--- src/rtl/serial_bit_pkg.sv ---
// Shared types and constants for the serial bit transmitter.
// The PARITY state is only used when SERIAL_BIT_TX_PARITY_EN is defined.
package serial_bit_pkg;

    typedef enum logic [2:0] {
        ST_IDLE   = 3'd0,
        ST_START  = 3'd1,
        ST_DATA   = 3'd2,
        ST_PARITY = 3'd3,
        ST_STOP   = 3'd4
    } state_t;

    localparam logic LINE_IDLE  = 1'b1;
    localparam logic LINE_START = 1'b0;
    localparam logic LINE_STOP  = 1'b1;

    // Counter width able to hold 0..n-1, never narrower than one bit.
    function automatic int cnt_w(input int n);
        return (n <= 2) ? 1 : $clog2(n);
    endfunction

endpackage

--- src/rtl/serial_bit_tick.sv ---
// Per-bit cycle counter: o_tick marks the last cycle of a line bit.
import serial_bit_pkg::*;

module serial_bit_tick #(
    parameter int CLKS_PER_BIT = 4
) (
    input  logic i_clk,
    input  logic i_rst,
    input  logic i_clr,
    output logic o_tick
);

    localparam int TW = cnt_w(CLKS_PER_BIT);
    localparam logic [TW-1:0] TERM = TW'(CLKS_PER_BIT - 1);

    logic [TW-1:0] r_cnt;

    assign o_tick = (r_cnt == TERM);

    // Restarting on the terminal count lets consecutive DATA bits reuse the counter.
    always_ff @(posedge i_clk) begin
        if (i_rst || i_clr || o_tick)
            r_cnt <= '0;
        else
            r_cnt <= r_cnt + TW'(1);
    end

endmodule

--- src/rtl/serial_bit_tx.sv ---
// Framed parallel-to-serial transmitter: start, WIDTH data bits LSB first, stop.
// Define SERIAL_BIT_TX_PARITY_EN to insert an even-parity bit before stop.
import serial_bit_pkg::*;

module serial_bit_tx #(
    parameter int WIDTH        = 10,
    parameter int CLKS_PER_BIT = 4
) (
    input  logic             i_clk,
    input  logic             i_rst,
    input  logic             i_valid,
    input  logic [WIDTH-1:0] i_data,
    output logic             o_ready,
    output logic             o_line,
    output logic             o_busy,
    output logic             o_done
);

    localparam int BW = cnt_w(WIDTH);
    localparam logic [BW-1:0] LAST_BIT = BW'(WIDTH - 1);

    state_t           r_state, w_state_nxt;
    logic [WIDTH-1:0] r_shift, w_shift_nxt;
    logic [BW-1:0]    r_bitcnt, w_bitcnt_nxt;
    logic             r_line, r_busy, r_done;
    logic             w_tick, w_accept, w_line_nxt;

`ifdef SERIAL_BIT_TX_PARITY_EN
    logic r_par;
`endif

    assign o_ready  = (r_state == ST_IDLE);
    assign w_accept = i_valid && o_ready;
    assign o_line   = r_line;
    assign o_busy   = r_busy;
    assign o_done   = r_done;

    // Held clear while idle so every frame starts its START bit at count 0.
    serial_bit_tick #(.CLKS_PER_BIT(CLKS_PER_BIT)) u_tick (
        .i_clk  (i_clk),
        .i_rst  (i_rst),
        .i_clr  (o_ready),
        .o_tick (w_tick)
    );

    always_comb begin
        w_state_nxt  = r_state;
        w_shift_nxt  = r_shift;
        w_bitcnt_nxt = r_bitcnt;
        case (r_state)
            ST_IDLE: begin
                if (w_accept) begin
                    w_state_nxt  = ST_START;
                    w_shift_nxt  = i_data;
                    w_bitcnt_nxt = '0;
                end
            end
            ST_START: if (w_tick) w_state_nxt = ST_DATA;
            ST_DATA: begin
                if (w_tick) begin
                    w_shift_nxt = r_shift >> 1;
                    if (r_bitcnt == LAST_BIT) begin
                        w_bitcnt_nxt = '0;
`ifdef SERIAL_BIT_TX_PARITY_EN
                        w_state_nxt  = ST_PARITY;
`else
                        w_state_nxt  = ST_STOP;
`endif
                    end else begin
                        w_bitcnt_nxt = r_bitcnt + BW'(1);
                    end
                end
            end
`ifdef SERIAL_BIT_TX_PARITY_EN
            ST_PARITY: if (w_tick) w_state_nxt = ST_STOP;
`endif
            ST_STOP: if (w_tick) w_state_nxt = ST_IDLE;
            default: w_state_nxt = ST_IDLE;
        endcase
    end

    // Line level is derived from the next state so o_line can be a flop.
    always_comb begin
        w_line_nxt = LINE_IDLE;
        case (w_state_nxt)
            ST_START:  w_line_nxt = LINE_START;
            ST_DATA:   w_line_nxt = w_shift_nxt[0];
`ifdef SERIAL_BIT_TX_PARITY_EN
            ST_PARITY: w_line_nxt = r_par;
`endif
            ST_STOP:   w_line_nxt = LINE_STOP;
            default:   w_line_nxt = LINE_IDLE;
        endcase
    end

    always_ff @(posedge i_clk) begin
        if (i_rst) begin
            r_state  <= ST_IDLE;
            r_shift  <= '0;
            r_bitcnt <= '0;
            r_line   <= LINE_IDLE;
            r_busy   <= 1'b0;
            r_done   <= 1'b0;
        end else begin
            r_state  <= w_state_nxt;
            r_shift  <= w_shift_nxt;
            r_bitcnt <= w_bitcnt_nxt;
            r_line   <= w_line_nxt;
            r_busy   <= (w_state_nxt != ST_IDLE);
            r_done   <= (r_state == ST_STOP) && w_tick;
        end
    end

`ifdef SERIAL_BIT_TX_PARITY_EN
    always_ff @(posedge i_clk) begin
        if (i_rst)
            r_par <= 1'b0;
        else if (w_accept)
            r_par <= ^i_data;
    end
`endif

endmodule

--- config.mk ---
export PLATFORM = sky130hd
export DESIGN_NAME = serial_bit_tx
export DESIGN_NICKNAME = d
export VERILOG_FILES = /design/src/rtl/serial_bit_pkg.sv /design/src/rtl/serial_bit_tick.sv /design/src/rtl/serial_bit_tx.sv
export SDC_FILE = /design/constraint.sdc
export NUM_CORES = 1
export LEC_CHECK = 0
export CORE_ASPECT_RATIO = 0.75
export CORE_MARGIN = 2
export CORE_UTILIZATION = 54
export CTS_CLUSTER_SIZE = 25
export DETAILED_ROUTE_END_ITERATION = 8
export PLACE_DENSITY = 0.9
export SYNTH_ARGS = -nofsm -noshare
export SYNTH_HDL_FRONTEND = slang
export SYNTH_HIERARCHICAL = 1
export SYNTH_SLANG_ARGS = --single-unit
--- constraint.sdc ---
create_clock -name i_clk -period 2.5 [get_ports i_clk]
set_clock_uncertainty 0.05 [all_clocks]
set_input_delay 0.75 -clock i_clk [delete_from_list [all_inputs] [get_ports i_clk]]
set_output_delay 0.75 -clock i_clk [all_outputs]
set_load 0.03 [all_outputs]
# ---- After elaboration in Yosys (flattened, before gate mapping)
# Cells that the tools add are included.
dict set report word_totals {
  inputBits 13
  reg_bits 22
  word_cells 41
  output_inout_bits 4
}
dict set report op_classes {
  n_reduce_logical 8
  mux 14
  eq_ne 9
  addsub 2
}
# cell count
set ops {}
lappend ops {{two-way mux 10 bit} 2}
lappend ops {{case mux 10 bit (2 select lines)} 1}
lappend ops {{two-way mux 3 bit} 5}
lappend ops {{two-way mux 4 bit} 3}
lappend ops {{case mux 3 bit (4 select lines)} 1}
lappend ops {{case mux 4 bit (2 select lines)} 1}
lappend ops {{== test 3 x 1 -> 1 bit, second input constant} 2}
lappend ops {{== test 3 x 2 -> 1 bit, second input constant} 2}
lappend ops {{adder 4 x 1 -> 4 bit, second input constant} 1}
lappend ops {{== test 4 bit, second input constant} 1}
lappend ops {{inequality test 2 x 1 -> 1 bit, second input constant} 2}
lappend ops {{== test 3 bit, second input constant} 1}
lappend ops {{zero test 3 bit} 1}
lappend ops {{AND reduction 3 bit} 1}
lappend ops {{nonzero test 3 bit} 1}
lappend ops {{adder 2 x 1 -> 2 bit, second input constant} 1}
lappend ops {{== test 2 bit, second input constant} 1}
lappend ops {{logical AND 1 bit} 2}
lappend ops {{logical OR 1 bit} 2}
lappend ops {{case mux 1 bit (2 select lines)} 1}
lappend ops {{nonzero test 2 bit} 1}

# ---- Longest topological paths before layout
dict set report depth {
  ltp_word 6
  depth_mapped 6
  mapped_depth_nobuf 6
}

# ---- By module
# Netlist, hierarchy kept.
# module area_each_um2 instances cells_per_inst
set by_module_without_submodules {}
lappend by_module_without_submodules {serial_bit_tx 912.1 1 104}
lappend by_module_without_submodules {serial_bit_tick 80.1 1 5}

# ---- Worst setup path after synthesis
# OpenSTA, ideal clock, no wires.
dict set report synth_path {
  kind {register to output}
  from {reg r_state[0]}
  to {out o_ready}
  required_ns 1.700
  path_slack_ns 0.378
  path_buffers 1
  t_arrival_ns 1.322
  path_stages_with_launch 3
  path_cell_list {dfxtp_1 -> buf_2 -> nor3_1}
}
dict set report synth_via {
  elab_chain_len 1
}
# item line_no
set synth_lines {}
lappend synth_lines {{start, declared} serial_bit_tx.sv:22} ;# state_t r_state, w_state_nxt;
lappend synth_lines {{start signal, assigned} serial_bit_tx.sv:105} ;# r_state <= w_state_nxt;
lappend synth_lines {{zero test 3 bit} serial_bit_tx.sv:32} ;# assign o_ready = (r_state == ST_IDLE);
lappend synth_lines {{end, declared} serial_bit_tx.sv:13} ;# output logic o_ready,
# Every way passes these cells.

# ---- Final worst setup path
dict set report layout_path {
  from {reg r_state[2]}
  to {out o_ready}
}
# Same word-level chain as after synthesis.

==> metrics <==
H-tree depth 1; Final Slew Violations 0; Cell Area, Synth 992 um2; DR iter-0 viols 30; initial antenna violation count 0; post-placement cell count 145; critical path's top delay family buffers and inverters; global-route wire length before repair 3060 um; Synth area leader dfxtp_1; Final Hold Fails 0; clock-pin slew on the worst setup and hold paths 0.12 ns; final core occ 69.7%; final net count 144; vias in the first global route 730; sequential area share after synthesis 44.4%; worst r2r src u_tick/r_cnt[0]; cell area after layout 0.00120 mm2; met2 wire length 1040 um; leakage 0.438 nW; min cycle time layout 2.22 ns; slowest stage cell on the critical path dlygate4sd2_1; top cells by count, synth 22 x dfxtp_1, 12 x nand2_1, 11 x a21oi_1, 9 x nor2_1, 8 x a22oi_1; Worst-Skew Late Latency 0.31 ns; Worst Setup Start Kind register; Die ar. 0.00220 mm2; Placer Congestion 0.784; Final HPWL DP 1470 um; Pwr Density 530 mW/mm2; largest net degree at the start of global routing 20; Vias 857; Die W 53.5 um; routed wl met3 102 um; Max-cap violations 0; number of buffers created by CTS 3; Layout Cells excl Fill 148; yosys warns 6; Final ANT Viol Nets 0; hold path startpoint u_tick/r_cnt[0]; Rows 13; I/O pins 17; final setup violation count 0; Avg Inst Size Synth 9.10 um2; crit-path cells nor3_1 -> dlygate4sd2_1; Crit. End Element output pin; total wire length 1970 um; Worst-Margin Slew 0.468 ns; clock sink total 22; Area growth syn-to-layout 21.2%; Starting Density 57.5%; Overall Power 0.637 mW; top-area cell type share of the netlist area 44.4%; worst path required time 1.70 ns; RSZ-0062 raised after global routing false; WP buf/inv 1; Peak VDD IR 340 uV; FMAX 451 MHz; Max transition margin 68.8%; CP startpoint r_state[2]; per-cell routed wire length 13.3 um; synth top area cells dfxtp_1 44%, a22oi_1 6.1%, a21oi_1 5.5%; number of synthesized flops with an enable pin 0; Core Footprint 0.00172 mm2; uppermost layer routed met4; DRC errors left 0; Total Neg Setup Slack 0 ns; Yosys reg bits 22; async set-reset flop share out of synthesis 0%; WS Path Type register to output pin; outcome finished, final reports clean; CTS root buf clkbuf_4; ANT cells 0; Crit path largest cell delay 0.43 ns; crit path max fanout 9; Post-Syn Instances 109; Initial DRT Pass Iterations 5; Metal-1 WL 816 um; Hold Path Class register to register; most frequent cell after synthesis dfxtp_1; crit share post-route 88.8%; GRT Overall Usage 20.4%; post-placement cell area 0.00118 mm2; I/O Buffers 16; die height 41.1 um; CTS Buffer Depth 2; TritonCTS clock tree yes; share of cells above drive strength 1 11.9%; Fill cells 133; WP data arrival 1.42 ns; Via density 5.79; syn_nets 125; Distinct cells, synth 33; Synth Flop Type dfxtp_1; gr ovfl total 0
## flip-flops by register name, indices dropped and copies added, names as in the netlist
name	cells
o_busy	1
o_done	1
o_line	1
r_bitcnt	4
r_shift	10
r_state	3
u_tick/r_cnt	2
## cell families (layout without fill, tap and decap cells)
kind of cell    Yosys count  count (layout)  synth area share, %
compound gates           31              31                 19.9
buf+inv                   9              26                 4.79
flops                    22              22                 44.4
fa+ha+maj                 3               3                 3.78
xor+xnor                  2               2                 1.77
simple gates             42              42                 25.3
## path summary, 6_finish.rpt
check                         end  slack (ns)  cells past startpoint
setup / recovery          o_ready        0.28                      2
hold / removal    u_tick/r_cnt[0]        0.39                      1
setup reg to reg      r_bitcnt[3]        0.49                      5
hold reg to reg   u_tick/r_cnt[0]        0.39                      1
## power by group
group | switching, mW | internal [mW] | leakage [nW]
Clock | 0.102 | 0.0564 | 0.0138
Combinational | 0.0496 | 0.0523 | 0.244
Sequential | 0.00896 | 0.367 | 0.180
## placed cells by master, fill, tap and decap left out
master and instances:
nor3_1 4, nand2b_1 1, dlygate4sd2_1 1, nor4b_4 1
a32oi_1 1, and4bb_1 1, clkdlybuf4s50_1 15, o21ba_2 1
nand3b_1 2, nand4b_1 1, nand2_1 12, a31oi_1 2
nor3b_1 3, or2_2 2, a21oi_1 11, xnor2_1 1
buf_4 6, o31ai_1 1, nand3_1 1, nor2b_1 2
or3_1 1, clkbuf_4 3, nor4b_2 1, inv_1 1
nor2_1 9, o21bai_1 1, a211o_1 1, a22oi_1 8
nor4_2 1, o21ai_0 4, ha_1 3, dfxtp_1 22
xor2_1 1, a21o_1 1
## worst register-to-register path, delay by kind of cell (launching register included)
kind / cells / cell delay [ns]
AND/OR/NAND/NOR: 3 / 1.04
AO/OA/AOI/OAI: 1 / 0.15
flip-flops: 1 / 0.36
adder cells (fa/ha/maj): 1 / 0.35
## metrics by stage
stage	hold WS (ns)	worst slack (ns)
2_1_floorplan	0.359	0.378
3_3_place_gp	0.366	0.316
3_5_place_dp	0.377	0.236
4_1_cts	0.393	0.267
5_1_grt	0.407	0.156
6_report	0.387	0.280
## metal layers
layer  vias to the layer above  track usage, %
met5                         -               0
met2                        26            38.0
met3                         2            5.47
li1                        423               -
met1                       406            22.8
met4                         0            7.69
## final cells by class
| cell class | instances | area (um2) | area share [%] |
|---|---|---|---|
| clock buffer | 3 | 22.5 | 1.87 |
| inverter | 1 | 3.75 | 0.312 |
| multi-input combinational | 78 | 504 | 41.9 |
| sequential | 22 | 440 | 36.6 |
| tap | 22 | 27.5 | 2.29 |
| timing repair buffer | 22 | 204 | 17.0 |
## timing repair
item,CTS,global route
gates resized for setup,1,0
setup buffers,0,0
hold buffers,0,0
setup endpoints to repair,1,0
Note: power is estimated with default switching activity, not from simulation.
